===== src/rtl/counter_sequencer.sv =====
// counter_sequencer: command-driven up/down counter paced by a 2^N-cycle
// prescaler. A three-state FSM (IDLE/RUN/DONE) accepts START, STOP, LOAD and
// SETLIM commands. Each prescaler tick moves the count one step towards the
// limit. When the limit is reached, the counter either reloads from base or
// parks in DONE.
//
// Ports:
//   clk          system clock, all state changes on its rising edge
//   rst          synchronous active-high reset
//   cmd_valid    command offered
//   cmd_ready    command accepted (always 1 outside reset)
//   cmd_op       00 START, 01 STOP, 10 LOAD, 11 SETLIM
//   cmd_arg      operand for LOAD / SETLIM
//   up_dn        direction, latched on START (1 = up)
//   auto_reload  reload mode, latched on START
//   data         current count (registered)
//   tick         prescaler tick; the counter steps at the end of this cycle
//   running      registered copy of (state == RUN)
//   done         one-cycle pulse on terminal count
//   err          one-cycle pulse for a command that is illegal in RUN
module counter_sequencer #(
  parameter int N = 20,
  parameter int W = 4
) (
  input  logic         clk,
  input  logic         rst,
  input  logic         cmd_valid,
  output logic         cmd_ready,
  input  logic [1:0]   cmd_op,
  input  logic [W-1:0] cmd_arg,
  input  logic         up_dn,
  input  logic         auto_reload,
  output logic [W-1:0] data,
  output logic         tick,
  output logic         running,
  output logic         done,
  output logic         err
);

  typedef enum logic [1:0] {S_IDLE, S_RUN, S_DONE} state_e;

  localparam logic [1:0] OP_START  = 2'b00;
  localparam logic [1:0] OP_STOP   = 2'b01;
  localparam logic [1:0] OP_LOAD   = 2'b10;
  localparam logic [1:0] OP_SETLIM = 2'b11;

  state_e         state_q, state_d;
  logic [N-1:0]   pre_q, pre_d;
  logic [W-1:0]   data_q, data_d;
  logic [W-1:0]   base_q, base_d;
  logic [W-1:0]   limit_q, limit_d;
  logic           dir_q, dir_d;
  logic           reload_q, reload_d;
  logic           done_q, done_d;
  logic           err_q, err_d;
  logic           running_q, running_d;
  logic           cmd_acc;

  assign cmd_ready = ~rst;
  assign cmd_acc   = cmd_valid & cmd_ready;
  assign tick      = (state_q == S_RUN) && (&pre_q);

  assign data    = data_q;
  assign running = running_q;
  assign done    = done_q;
  assign err     = err_q;

  always_comb begin
    state_d  = state_q;
    pre_d    = '0;
    data_d   = data_q;
    base_d   = base_q;
    limit_d  = limit_q;
    dir_d    = dir_q;
    reload_d = reload_q;
    done_d   = 1'b0;
    err_d    = 1'b0;

    if (state_q == S_RUN) begin
      if (cmd_acc && cmd_op == OP_STOP) begin
        // STOP beats a coincident tick: no step, no done
        state_d = S_IDLE;
      end else begin
        // Any other command in RUN is swallowed and flagged
        err_d = cmd_acc;
        pre_d = pre_q + 1'b1;
        if (tick) begin
          if (data_q == limit_q) begin
            done_d = 1'b1;
            if (reload_q) data_d  = base_q;
            else          state_d = S_DONE;
          end else if (dir_q) begin
            data_d = data_q + 1'b1;
          end else begin
            data_d = data_q - 1'b1;
          end
        end
      end
    end else if (cmd_acc) begin
      unique case (cmd_op)
        OP_START: begin
          // From IDLE the count resumes; from DONE it restarts at base
          if (state_q == S_DONE) data_d = base_q;
          state_d  = S_RUN;
          dir_d    = up_dn;
          reload_d = auto_reload;
        end
        OP_LOAD: begin
          base_d  = cmd_arg;
          data_d  = cmd_arg;
          state_d = S_IDLE;
        end
        OP_SETLIM: limit_d = cmd_arg;
        default: ;  // STOP outside RUN is a no-op
      endcase
    end

    running_d = (state_d == S_RUN);
  end

  always_ff @(posedge clk) begin
    if (rst) begin
      state_q   <= S_IDLE;
      pre_q     <= '0;
      data_q    <= '0;
      base_q    <= '0;
      limit_q   <= '1;
      dir_q     <= 1'b1;
      reload_q  <= 1'b0;
      done_q    <= 1'b0;
      err_q     <= 1'b0;
      running_q <= 1'b0;
    end else begin
      state_q   <= state_d;
      pre_q     <= pre_d;
      data_q    <= data_d;
      base_q    <= base_d;
      limit_q   <= limit_d;
      dir_q     <= dir_d;
      reload_q  <= reload_d;
      done_q    <= done_d;
      err_q     <= err_d;
      running_q <= running_d;
    end
  end

endmodule


===== config.mk =====
export PLATFORM = sky130hd
export DESIGN_NAME = counter_sequencer
export DESIGN_NICKNAME = d
export VERILOG_FILES = /design/src/rtl/counter_sequencer.sv
export SDC_FILE = /design/constraint.sdc
export NUM_CORES = 1
export LEC_CHECK = 0
export CAP_MARGIN = 10
export CORE_AREA = 2 2 83 85
export CTS_BUF_LIST = sky130_fd_sc_hd__clkbuf_8
export DETAILED_ROUTE_END_ITERATION = 6
export DIE_AREA = 0 0 85 87
export PLACE_DENSITY_LB_ADDON = 0.3
export RECOVER_POWER = 50
export SYNTH_ARGS = -nofsm -noshare
export SYNTH_HDL_FRONTEND = slang
export SYNTH_SLANG_ARGS = --single-unit

===== constraint.sdc =====
create_clock -name clk -period 6.3 [get_ports clk]
set_clock_uncertainty 0.15 [all_clocks]
set_input_delay 0.63 -clock clk [delete_from_list [all_inputs] [get_ports clk]]
set_output_delay 0.63 -clock clk [all_outputs]
set_load 0.02 [all_outputs]

==> impl_metrics.yaml, run 1 <==
pwr:
  p_total_uw: 470.2
  power_per_cell_area_nw_per_um2: 209.1
  power.leakage_uw: 0.0008627
  ir_worst_vdd_uv: 89.91
cts:
  cts_tree: "built"
  htreeDepth: 2
  clk_pin_slew_ps: 80
  post_cts_buffers: 0
  clkSinkCount: 39
  cts_root_buf: "clkbuf_8"
  insertion_delay_ps: 290
  cts_resized: 0
  cts_hold_buf: 0
  cts_buffers: 5
  cts_buffer_depth: 2
yosys:
  synth_ff_type: "dfxtp_1"
  ys_async_sr_fraction_pct: 0
  syn_inst: 216
  synth_edf_count: 0
  seq_area_frac_synth_pct: 40.76
  synth_top_cell_area_share_pct: 40.76
  synthTopCellsByArea: "dfxtp_1, nor2_1, xnor2_1"
  ys_types: 39
  avgSynthCellArea_um2: 8.868
  ys_seq_elements: 39
  synth_area_um2: 1916
  yosys_warnings: 0
  yosysTopAreaCell: "dfxtp_1"
  syn_nets: 232
timing:
  fin_tns_setup_ps: 0
  tightest_slew_ps: 824.0
  rsz0062_at_grt: "no"
  fin_crit_sh_pct: 53.28
  hold_ws_ps: 299.5
  fmax_ghz: 0.2979
  period_needed_ps: 3357
  relSlewSlack_pct: 44.73
  finalSetupViolCount: 0
  drv_slew: 0
  hold_viol: 0
floorplan:
  rows: 30
  core_region_area_um2: 6569
  boundaryPins: 20
  die_y_um: 87
  die_x_um: 85
  start_util_pct: 29.16
  die_area_um2: 7395
critical_path:
  crit_path_top_delay_cell: "clkdlybuf4s50_1"
  max_stage_delay_ps: 640
  critPathKind: "flip-flop to output port"
  cp.arrival_ps: 2580
  crit_chain: "ha_1, nand3_1, or4_1, nor3_1, clkdlybuf4s50_1"
  crit_path_end_kind: "output port"
  critPathRequiredTime_ps: 5520
  worstSetupStartpointType: "flip-flop"
  crit_fanout: 4
global_route:
  grt_pass1_wl_um: 6810
  grtUsageMet1_pct: 15.07
  grtUsageMet2_pct: 18.61
  grt-ovfl-total: 0
  grt_max_degree: 21
  first_global_vias: 1490
  grt_usage_pct: 11.62
  grt_most_used_layer: "met2"
  grt_use_met3_pct: 3.033
  grt_antenna_before_repair: 0
detailed_routing:
  drtIter0Drc: 41
  drtPass1Iterations: 4
  vias_per_cell: 4.753
  route.detailed.drc: 0
  route.vias.total: 1502
  wl_per_cell_um: 12.64
  wirelength_um: 3995
  detail-route-antenna-nets: 0
status:
  outcome: "finished, final reports clean"
cells_and_area:
  layout_common_cells: "dfxtp_1, nor2_1, nand2_1"
  instances_no_fill: 316
  area_growth_pct: 17.37
  fillers: 693
  drive_gt1_share_pct: 6.780
  mostFrequentLayoutCell: "dfxtp_1"
  nets: 251
  antenna_cells: 0
place:
  gp_congestion: 0.7676
  dp_hpwl_um: 2944
  dp.cells: 308
  numPortBuffers: 19
job:
  cap_violations: 0
hold_path:
  hold_class: "flip-flop to flip-flop"
==> layout make-up <==
cell class	instances	area, µm²	share of cell area (%)
well taps	80	100.1	4.452
inverters	6	22.52	1.002
repair buffers	19	190.2	8.459
multi-input cells	164	1070	47.58
clock inverters	3	16.27	0.7234
clock buffers	5	68.82	3.061
flip-flops and latches	39	780.7	34.72
==> metal layers <==
layer	vias to the layer above	share of wire, %
met2	33	46
li1	773	-
met1	689	47
met4	0	1.4
met5	-	0
met3	7	5.1
==> logic make-up after synthesis <==
family / after synthesis / share of synthesized area (%)
buf+inv: 13 / 2.548
compound gates: 22 / 8.558
fa+ha+maj: 5 / 3.658
flops: 39 / 40.76
xor+xnor: 24 / 10.97
simple gates: 101 / 26.98
mux: 12 / 6.532
==> critical path: cells and delay by family, from the launching register on <==
kind	cells	cell delay, ps
simple gates	3	1040
buf+inv	1	640
flops	1	360
fa+ha+maj	1	240
==> cells in the mapped netlist, types with 4 or more instances <==
cell,number
dfxtp_1,39
nor2_1,38
nand2_1,23
nand3_1,13
xnor2_1,13
mux2i_1,11
xor2_1,11
clkbuf_1,7
inv_1,6
o21ai_0,6
a21oi_1,4
and3_1,4
ha_1,4
nor3_1,4
==> worst paths after layout <==
check,from,end,slack (ps),cells after the start
hold / removal,pre_q[0],pre_q[0],300,1
hold reg to reg,pre_q[0],pre_q[0],300,1
setup / recovery,pre_q[0],tick,2940,5
setup reg to reg,pre_q[0],data[2],3650,6
==> stage by stage <==
stage | instance area [µm²] | setup WS, ps | utilization [%]
floorplan | 1916 | 3737 | -
global placement | 2180 | 3133 | 33.18
detailed placement | 2180 | 3112 | 33.18
CTS | 2265 | 2944 | 34.48
global route | 2248 | 2749 | 34.23
finish | 2248 | 2943 | 34.23
==> power breakdown <==
part	leakage [µW]	internal (µW)	switching [µW]	total [µW]
clock network	0.0000453	75.8	91.2	167
registers	0.000315	251	4.16	255
logic	0.000502	21.5	27.0	48.5
==> sequential cells by signal, summed over array words and instances (netlist names) <==
| register | cells |
|---|---|
| base_q | 4 |
| data | 4 |
| dir_q | 1 |
| done | 1 |
| err | 1 |
| limit_q | 4 |
| pre_q | 20 |
| reload_q | 1 |
| running | 1 |
| state_q | 2 |
Power figures use the tool's default switching activity.
==> inputs of run 2 (changes only) <==
==> constraint.sdc (replaced) <==
create_clock -name clk -period 3.25 [get_ports clk]
set_clock_uncertainty 0.15 [all_clocks]
set_input_delay 0.325 -clock clk [delete_from_list [all_inputs] [get_ports clk]]
set_output_delay 0.325 -clock clk [all_outputs]
set_load 0.02 [all_outputs]
==> run 2 against run 1 <==
Compared with the run above: largest power group unchanged; die area is the same; register-to-register slack lost 2700 ps; sequential share of layout area decreased by 0.53 points; combinational power is 100% higher; sequential cell count stayed put; non-clock buffer count increased by 3.
==> impl_metrics.yaml, run 2 (synthesized netlist as in run 1, its figures left out) <==
critical_path:
  worstSetupStartpointType: "flip-flop"
  crit_path_end_kind: "output port"
  r2r_start: "pre_q[0]"
  cp.arrival_ps: 2510
  crit_fanout: 4
  critPathKind: "flip-flop to output port"
  critPathRequiredTime_ps: 2770
  startpoint: "pre_q[0]"
pwr:
  p_switching_uw: 233.5
  ir_worst_vdd_uv: 177.3
  power_per_cell_area_nw_per_um2: 398.6
  pwr-share-comb_pct: 10.7
  power.leakage_uw: 0.0008715
  intPower_uw: 676.7
  p_total_uw: 910.2
  pwr-share-clk_pct: 35.0
  pwr-share-seq_pct: 54.3
  switching_share_pct: 25.65
timing:
  hold_viol: 0
  finalSetupViolCount: 0
  relSlewSlack_pct: 45.05
  tightest_slew_ps: 824.3
  period_needed_ps: 2990
  fmax_ghz: 0.3345
  fin_tns_setup_ps: 0
  rsz0062_at_grt: "no"
  drv_slew: 0
  fin_ws_ps: 260.1
  fin_crit_sh_pct: 92.00
cells_and_area:
  drive_gt1_share_pct: 8.368
  mostFrequentLayoutCell: "dfxtp_1"
  largest_register_ff_count: 20
  fillers: 677
  nets: 254
  fin_util_pct: 34.76
  layout_common_cells: "dfxtp_1, nor2_1, nand2_1"
  area_growth_pct: 19.20
  fin_area_um2: 2283
  antenna_cells: 0
  regMostFlops: "pre_q"
place:
  numPortBuffers: 19
  place_ws_ps: 567.7
  gp_congestion: 0.7789
  dp_hpwl_um: 2976
  post_dp_cell_area_um2: 2202
cts:
  post_cts_buffers: 0
  insertion_delay_ps: 290
  cts_hold_buf: 0
  cts_buffer_depth: 2
  cts_buffers: 5
  htreeDepth: 2
  cts_root_buf: "clkbuf_8"
  cts_resized: 0
  cts_tree: "built"
  clk_pin_slew_ps: 70
  clkSinkCount: 39
detailed_routing:
  drtPass1Iterations: 4
  drtIter0Drc: 32
  route.detailed.drc: 0
  detail-route-antenna-nets: 0
  vias_per_cell: 4.715
  route.vias.total: 1504
  wirelength_um: 3866
  wl_per_cell_um: 12.12
job:
  cap_violations: 0
floorplan:
  die_y_um: 87
  start_util_pct: 29.16
  core_region_area_um2: 6569
  boundaryPins: 20
  die_area_um2: 7395
  rows: 30
  die_x_um: 85
hold_path:
  hold_class: "flip-flop to flip-flop"
  hp-start: "pre_q[0]"
global_route:
  grt_pass1_wl_um: 6582
  grt_max_degree: 21
  grt_usage_pct: 11.23
  grt-ovfl-total: 0
  grt_antenna_before_repair: 0
  first_global_vias: 1439
status:
  outcome: "finished, final reports clean"
==> run 2: cell count changes in the layout (fill, tap and decap cells not counted), sizes merged <==
cell           change
clkbuf             +1
clkdlybuf4s50      +1
dlygate4sd3        -1
buf                +2
==> run 2: path summary, 6_finish.rpt <==
kind                            endpoint  slack, ps  depth (start not counted)
worst max-delay path                tick        260                          5
worst min-delay path            pre_q[0]        300                          1
worst max register to register   data[2]        910                          6
worst min register to register  pre_q[0]        300                          1
==> run 2: cell type report <==
cell class | count | area [µm²] | share of cell area, %
Sequential cell | 39 | 780.7 | 34.19
Tap cell | 80 | 100.1 | 4.384
Clock buffer | 5 | 68.82 | 3.014
Clock inverter | 3 | 16.27 | 0.7123
Timing Repair Buffer | 22 | 209.0 | 9.151
Inverter | 6 | 22.52 | 0.9863
Multi-Input combinational cell | 164 | 1086 | 47.56
==> run 2: stage by stage <==
step / std cells / hold slack [ps]
6_report: 319 / 299.5
5_1_grt: 319 / 334.0
4_1_cts: 319 / 305.5
3_5_place_dp: 311 / 287.8
3_3_place_gp: 311 / 280.7
2_1_floorplan: 216 / 267.5
==> run 2: worst max-delay path, cell delays in order, from the launching register on <==
cell             delay (ps)
dfxtp_1                 350
ha_1                    230
nand3_1                 200
or4_4                   580
nor3_1                  220
clkdlybuf4s50_1         640
==> run 2: per-layer routing <==
layer  vias up  part of all wire, %  track usage [%]
met5         -                    0                0
met4         0                  1.1            4.329
met3         5                  4.0            2.938
met2        28                   46            18.18
met1       687                   49            14.33
li1        784                    -                -
==> run 2: power by group through the flow <==
| stage | combinational [µW] | clock, µW | sequential (µW) |
|---|---|---|---|
| 2_1_floorplan | 56.7 | 0 | 508 |
| 4_1_cts | 101 | 333 | 494 |
| 5_1_grt | 108 | 353 | 496 |
| 3_3_place_gp | 101 | 0 | 506 |
| 3_5_place_dp | 100 | 0 | 506 |
| 6_report | 97.8 | 319 | 494 |
==> inputs of run 3 (changes only) <==
--- a/config.mk
+++ b/config.mk
@@ -12,6 +12,7 @@
 export DIE_AREA = 0 0 85 87
 export PLACE_DENSITY_LB_ADDON = 0.3
 export RECOVER_POWER = 50
+export SETUP_SLACK_MARGIN = 0.02
 export SYNTH_ARGS = -nofsm -noshare
 export SYNTH_HDL_FRONTEND = slang
 export SYNTH_SLANG_ARGS = --single-unit
==> results of run 3 <==
Same layout as run 2: the final DEF is identical, and so are final timing and power.
